### src/rtl/sw_pkg.sv
// Shared definitions for the Smith-Waterman / Gotoh affine-gap processing element:
// default widths, traceback codes, saturation rails and the PE state encoding.
package sw_pkg;

    localparam int SW_DEF = 12;
    localparam int CW_DEF = 2;

    localparam logic [1:0] TB_ZERO = 2'b00;
    localparam logic [1:0] TB_DIAG = 2'b01;
    localparam logic [1:0] TB_UP   = 2'b10;
    localparam logic [1:0] TB_LEFT = 2'b11;

    localparam logic signed [SW_DEF-1:0] NEG_DEF = {1'b1, {(SW_DEF-1){1'b0}}};
    localparam logic signed [SW_DEF-1:0] POS_DEF = {1'b0, {(SW_DEF-1){1'b1}}};

    typedef enum logic [1:0] {
        ST_IDLE  = 2'd0,
        ST_SCORE = 2'd1,
        ST_DONE  = 2'd2
    } sw_state_e;

endpackage

### src/rtl/sw_sat_addsub.sv
// Signed add/subtract clipped to the SW-bit two's-complement range; sat_o flags a clip.
module sw_sat_addsub
    import sw_pkg::*;
#(
    parameter int SW = SW_DEF
) (
    input  logic signed [SW-1:0] a_i,
    input  logic signed [SW-1:0] b_i,
    input  logic                 sub_i,
    output logic signed [SW-1:0] y_o,
    output logic                 sat_o
);

    localparam logic signed [SW-1:0] NEG = {1'b1, {(SW-1){1'b0}}};
    localparam logic signed [SW-1:0] POS = {1'b0, {(SW-1){1'b1}}};

    logic signed [SW:0] a_x;
    logic signed [SW:0] b_x;
    logic signed [SW:0] r_x;

    assign a_x = {a_i[SW-1], a_i};
    assign b_x = {b_i[SW-1], b_i};
    assign r_x = sub_i ? (a_x - b_x) : (a_x + b_x);

    // One guard bit is enough: the two top bits disagree exactly on overflow.
    always_comb begin
        sat_o = (r_x[SW] != r_x[SW-1]);
        y_o   = r_x[SW-1:0];
        if (sat_o) begin
            y_o = r_x[SW] ? NEG : POS;
        end
    end

endmodule

### src/rtl/sw_pe_gotoh.sv
// One systolic processing element of a Gotoh (affine gap) Smith-Waterman/Needleman-Wunsch
// array: scores one database character per beat against its preloaded query character.
module sw_pe_gotoh
    import sw_pkg::*;
#(
    parameter int SW = SW_DEF,
    parameter int CW = CW_DEF
) (
    input  logic                 clk,
    input  logic                 i_rst,
    input  logic                 i_local,
    input  logic                 i_first,
    input  logic [CW-1:0]        i_preload,
    input  logic signed [SW-1:0] i_match,
    input  logic signed [SW-1:0] i_mismatch,
    input  logic [SW-1:0]        i_gopen,
    input  logic [SW-1:0]        i_gext,
    input  logic [CW-1:0]        i_data,
    input  logic                 i_vld,
    input  logic signed [SW-1:0] i_left_h,
    input  logic signed [SW-1:0] i_left_e,
    input  logic signed [SW-1:0] i_high,
    output logic                 o_rst,
    output logic [CW-1:0]        o_data,
    output logic                 o_vld,
    output logic signed [SW-1:0] o_right_h,
    output logic signed [SW-1:0] o_right_e,
    output logic signed [SW-1:0] o_high,
    output logic [1:0]           o_tb,
    output logic                 o_sat,
    output logic                 o_err
);

    localparam logic signed [SW-1:0] NEG = {1'b1, {(SW-1){1'b0}}};

    // Operator slots: 0 Lh-gopen, 1 Le-gext, 2 Hup-gopen, 3 Fup-gext, 4 diag+s, 5 bnd-gext.
    // During reset slots 2 and 5 are reused for -gopen and i_left_h-gext.
    localparam int NOPS = 6;
    localparam logic [NOPS-1:0] OP_SUB = 6'b10_1111;

    sw_state_e state_q, state_d;
    logic      accept;
    logic      err_set;

    logic                 rst_q;
    logic [CW-1:0]        data_q;
    logic                 vld_q;
    logic signed [SW-1:0] right_h_q;
    logic signed [SW-1:0] right_e_q;
    logic signed [SW-1:0] high_q;
    logic [1:0]           tb_q;
    logic                 sat_q;
    logic                 err_q;
    logic signed [SW-1:0] f_up_q;
    logic signed [SW-1:0] diag_q;
    logic signed [SW-1:0] bnd_q;

    logic signed [SW-1:0] lh;
    logic signed [SW-1:0] le;
    logic signed [SW-1:0] s_val;
    logic signed [SW-1:0] e_d;
    logic signed [SW-1:0] f_d;
    logic signed [SW-1:0] h_d;
    logic signed [SW-1:0] high_d;
    logic signed [SW-1:0] floor_v;
    logic [1:0]           tb_d;

    logic signed [SW-1:0] op_a [NOPS];
    logic signed [SW-1:0] op_b [NOPS];
    logic signed [SW-1:0] op_y [NOPS];
    logic [NOPS-1:0]      op_sat;
    logic [NOPS-1:0]      score_sat;

    assign lh    = i_first ? bnd_q : i_left_h;
    assign le    = i_first ? bnd_q : i_left_e;
    assign s_val = (i_data == i_preload) ? i_match : i_mismatch;

    always_comb begin
        op_a[0] = lh;
        op_b[0] = $signed(i_gopen);
        op_a[1] = le;
        op_b[1] = $signed(i_gext);
        op_a[2] = i_rst ? '0 : right_h_q;
        op_b[2] = $signed(i_gopen);
        op_a[3] = f_up_q;
        op_b[3] = $signed(i_gext);
        op_a[4] = diag_q;
        op_b[4] = s_val;
        op_a[5] = i_rst ? i_left_h : bnd_q;
        op_b[5] = $signed(i_gext);
    end

    genvar gi;
    generate
        for (gi = 0; gi < NOPS; gi++) begin : g_op
            sw_sat_addsub #(.SW(SW)) u_op (
                .a_i   (op_a[gi]),
                .b_i   (op_b[gi]),
                .sub_i (OP_SUB[gi]),
                .y_o   (op_y[gi]),
                .sat_o (op_sat[gi])
            );
            // NEG stands for minus infinity, so pushing it further down is not an overflow.
            assign score_sat[gi] = op_sat[gi] & (op_a[gi] != NEG);
        end
    endgenerate

    // Max selection with traceback priority diag > up > left > local floor.
    always_comb begin
        e_d     = (op_y[0] >= op_y[1]) ? op_y[0] : op_y[1];
        f_d     = (op_y[2] >= op_y[3]) ? op_y[2] : op_y[3];
        floor_v = i_local ? '0 : NEG;
        h_d     = op_y[4];
        tb_d    = TB_DIAG;
        if (op_y[4] >= f_d && op_y[4] >= e_d && op_y[4] >= floor_v) begin
            h_d  = op_y[4];
            tb_d = TB_DIAG;
        end else if (f_d >= e_d && f_d >= floor_v) begin
            h_d  = f_d;
            tb_d = TB_UP;
        end else if (e_d >= floor_v) begin
            h_d  = e_d;
            tb_d = TB_LEFT;
        end else begin
            h_d  = floor_v;
            tb_d = TB_ZERO;
        end
        high_d = high_q;
        if (h_d > high_d) begin
            high_d = h_d;
        end
        if (i_high > high_d) begin
            high_d = i_high;
        end
    end

    always_ff @(posedge clk) begin
        if (i_rst) begin
            state_q <= ST_IDLE;
        end else begin
            state_q <= state_d;
        end
    end

    always_comb begin
        state_d = state_q;
        accept  = 1'b0;
        err_set = 1'b0;
        case (state_q)
            ST_IDLE: begin
                if (i_vld) begin
                    accept  = 1'b1;
                    state_d = ST_SCORE;
                end
            end
            ST_SCORE: begin
                if (i_vld) begin
                    accept = 1'b1;
                end else begin
                    state_d = ST_DONE;
                end
            end
            ST_DONE: begin
                err_set = i_vld;
            end
            default: begin
                state_d = ST_IDLE;
            end
        endcase
    end

    always_ff @(posedge clk) begin
        rst_q <= i_rst;
        if (i_rst) begin
            vld_q     <= 1'b0;
            data_q    <= '0;
            tb_q      <= TB_ZERO;
            sat_q     <= 1'b0;
            err_q     <= 1'b0;
            f_up_q    <= NEG;
            right_e_q <= NEG;
            if (i_local) begin
                right_h_q <= '0;
                diag_q    <= '0;
                high_q    <= '0;
                bnd_q     <= '0;
            end else begin
                right_h_q <= i_first ? op_y[2] : op_y[5];
                diag_q    <= i_first ? '0 : i_left_h;
                high_q    <= NEG;
                bnd_q     <= op_y[2];
            end
        end else begin
            vld_q <= accept;
            if (accept) begin
                right_h_q <= h_d;
                right_e_q <= e_d;
                f_up_q    <= f_d;
                diag_q    <= lh;
                data_q    <= i_data;
                tb_q      <= tb_d;
                bnd_q     <= op_y[5];
                high_q    <= high_d;
                sat_q     <= sat_q | (|score_sat);
            end
            if (err_set) begin
                err_q <= 1'b1;
            end
        end
    end

    assign o_rst     = rst_q;
    assign o_data    = data_q;
    assign o_vld     = vld_q;
    assign o_right_h = right_h_q;
    assign o_right_e = right_e_q;
    assign o_high    = high_q;
    assign o_tb      = tb_q;
    assign o_sat     = sat_q;
    assign o_err     = err_q;

endmodule

### config.mk
export PLATFORM = sky130hd
export DESIGN_NAME = sw_pe_gotoh
export DESIGN_NICKNAME = d
export VERILOG_FILES = /design/src/rtl/sw_pkg.sv /design/src/rtl/sw_sat_addsub.sv /design/src/rtl/sw_pe_gotoh.sv
export SDC_FILE = /design/constraint.sdc
export NUM_CORES = 1
export LEC_CHECK = 0
export ABC_AREA = 1
export BUFFER_PORTS_ARGS = -buffer_cell sky130_fd_sc_hd__buf_2
export CAP_MARGIN = 20
export CORE_ASPECT_RATIO = 1.4
export CORE_MARGIN = 2
export CORE_UTILIZATION = 40
export CTS_CLUSTER_SIZE = 25
export DETAILED_ROUTE_END_ITERATION = 10
export HOLD_SLACK_MARGIN = 0.06
export PLACE_DENSITY_LB_ADDON = 0.3
export SLEW_MARGIN = 20
export SYNTH_ARGS = -nofsm -noshare
export SYNTH_HDL_FRONTEND = slang
export SYNTH_SLANG_ARGS = --single-unit
### constraint.sdc
create_clock -name clk -period 16.3 [get_ports clk]
set_clock_uncertainty 0.2 [all_clocks]
set_input_delay 0.815 -clock clk [delete_from_list [all_inputs] [get_ports clk]]
set_output_delay 0.815 -clock clk [all_outputs]
set_load 0.03 [all_outputs]
==> key figures <==
Clocking
  • Clock slew at reported path FFs: 0.07 ns
  • H-tree depth: 3
  • Post-cts gate resize count: 0
  • TritonCTS Sinks: 82
  • Post-CTS Setup Repair Bufs: 0
  • Clock latency on the worst-skew pair: 0.36 ns
  • Post-CTS Hold Fix Bufs: 0
  • CTS tree: yes
  • CTS Buf Count: 9
  • CTS max path bufs: 2
  • Clk Tree Root Cell: clkbuf_16

Yosys
  • Commonest cells post-synth: nand2_1 (476), inv_1 (279), ha_1 (167)
  • Asr flop ratio synth: 0%
  • Synth area leaders: ha_1 (18%), nand2_1 (16%), edfxtp_1 (13%), inv_1 (9.2%), dfxtp_1 (6.0%)
  • Synth Flop Type: edfxtp_1
  • Distinct cells, synth: 52
  • Post-synth EDFFs: between 40 and 50
  • Mapped cell area: 11400 um^2
  • Top-area cell type share of the netlist area: 18.3%
  • Register area share after synthesis: about 19%
  • Most frequent cell after synthesis: nand2_1
  • Post-Syn Instances: 1742
  • Synth Warn #: 0
  • Avg Inst Size Synth: 6.56 um^2
  • Synth Net Count: 2008
  • FF+latch count, synth: 82
  • Dominant cell type by area after synthesis: ha_1

Setup path
  • CP max FO: between 50 and 60
  • Crit path top cell by count: nand2_1
  • Max incr delay on CP: 0.75 ns
  • Startpoint types: input port
  • Critical path's slowest cell: buf_2
  • R2R depth: 67
  • Worst setup EP type: register
  • WS Path Type: input port to register
  • CP Data Arrival Time: around 13 ns
  • Crit path required time: 16.22 ns

STA
  • Final hold slack: 0.251 ns
  • TNS Setup: 0 ns
  • Fin crit share: 79.8%
  • Final Hold Violating Endpoints: 0
  • RSZ-0062 raised after global routing: false
  • Max Slew Vio Count: 0
  • Tightest Pin Transition: between 1 and 1.5 ns
  • Number of setup violations in the final report: 0
  • Max-slew headroom: about a third
  • Max Freq: around 77 MHz
  • Tmin final: 13.01 ns
  • Fin worst setup slack: 3.29 ns

Placement
  • IO buf count: 136
  • Gpl congestion: roughly 1.1
  • Setup WS pre-CTS: 3.24 ns
  • HPWL after detailed placement: around 34000 um

Routing
  • Drt wl/cell: ~18 um
  • Routed WL: between 40000 and 50000 um
  • Avg Vias per Cell: ~5.4
  • Number of nets with antenna violations after routing: 0
  • DRC viols: 0
  • First-pass DRT Iterations: 5
  • Routed vias: 12000
  • Initial drt markers: 762

Outcome
  • Status: complete, no violations

Floorplan
  • FP Rows: 73
  • Die area: 30000 um^2
  • Die width: 147 um
  • Ports: 137
  • Initial core utilization: around 40%
  • Chip height: 204 um
  • CORE AREA: 28200 um^2

GRT
  • Pin count of the biggest net entering global routing: 58
  • GR Util All Layers: 26.3%
  • Total grt overflow: 0
  • Vias in the first global route: 11500
  • Initial antenna violation count: 1
  • First-pass GRT wire length: about 60000 um

Worst hold path
  • Hold Path Class: register to register
  • Cells on Worst Hold Path: 2

Final layout
  • Nets: 2112
  • Area Overhead vs Synth: 11.1%
  • Ratio of cells with drive above 1 in the final layout: around 13%

Run
  • Max cap viols: 0
-- layout make-up --
class / count / area (um^2)
flip-flops and latches: 82 / 2120
diodes: 1 / 2.50
well taps: 375 / 469
fillers: 3040 / 15500
inverters: 286 / 1070
multi-input cells: 1328 / 8020
repair buffers: 139 / 703
clock buffers: 10 / 229
clock inverters: 6 / 75.1
-- critical path: cells and delay by family --
family	cells	cell delay [ns]
simple gates	27	3.46
buf+inv	14	2.88
xor+xnor	2	0.47
compound gates	17	3.16
fa+ha+maj	7	2.05
-- cell families (layout without fill, tap and decap cells) --
kind of cell    Yosys count  count (layout)  synth area share, %
buf+inv                 332             441                 11.3
fa+ha+maj               173             173                 19.3
compound gates          309             309                 15.4
xor+xnor                 43              43                 3.30
mux                      11              11                 1.08
flops                    82              82                 18.6
other cells               0               1                    0
simple gates            792             792                 31.0
-- metal layers --
| metal | wire (um) | GRT usage [%] | vias to the layer above |
|---|---|---|---|
| met1 | 15200 | 29.0 | 5521 |
| met3 | 2080 | 2.70 | 118 |
| met5 | 0 | 0 | - |
| met2 | 20400 | 48.7 | 436 |
| li1 | - | - | 5967 |
| met4 | 2370 | 15.3 | 0 |
-- placed cells by master, fill, tap and decap left out, types with 4 or more instances in the layout --
cell       count
a21boi_0       6
a21o_1         8
a21oi_1      114
a31oi_1        6
and2_1        13
buf_2        136
clkbuf_16      9
clkinv_1       4
dfxtp_1       34
edfxtp_1      48
fa_1           6
ha_1         167
inv_1        279
mux2_2        11
nand2_1      474
nand2_2       19
nand3_1      104
nand3_2       22
nand3b_2       8
nand4_1       20
nor2_1        84
nor3_1        17
nor4_1        13
o2111ai_1      4
o21a_1         7
o21ai_0      118
o21bai_1       9
o22ai_1       10
o22ai_2        5
or2_2          8
xnor2_1       15
xor2_1        28
-- sequential cells by signal, summed over array words and instances, names as in the netlist, 2 cells and up --
signal / flops
o_high: 12
f_up_q: 12
o_right_h: 12
o_tb: 2
o_data: 2
o_right_e: 12
diag_q: 12
bnd_q: 12
state_q: 2
-- stage by stage --
stage / std cells / util, % / instance area, um^2
after floorplan: 1742 / - / 11400
after global placement: 2210 / 43.9 / 12400
after detailed placement: 2210 / 43.9 / 12400
after CTS: 2226 / 45.0 / 12700
after global routing: 2226 / 45.0 / 12700
final: 2227 / 45.0 / 12700
-- path summary, 6_finish.rpt --
check	start	to	slack (ns)
worst max-delay path	i_rst	o_high[2]$_SDFFCE_PP0P_	3.29
worst max register to register	o_right_h[2]$_DFFE_PP_	o_high[2]$_SDFFCE_PP0P_	4.21
worst min-delay path	o_err$_SDFFE_PP0P_	o_err$_SDFFE_PP0P_	0.25
worst min register to register	o_err$_SDFFE_PP0P_	o_err$_SDFFE_PP0P_	0.25
Power is left out: the tool's default activity adds up to more than one toggle a clock period on the data nets, which glitch-free logic cannot reach.
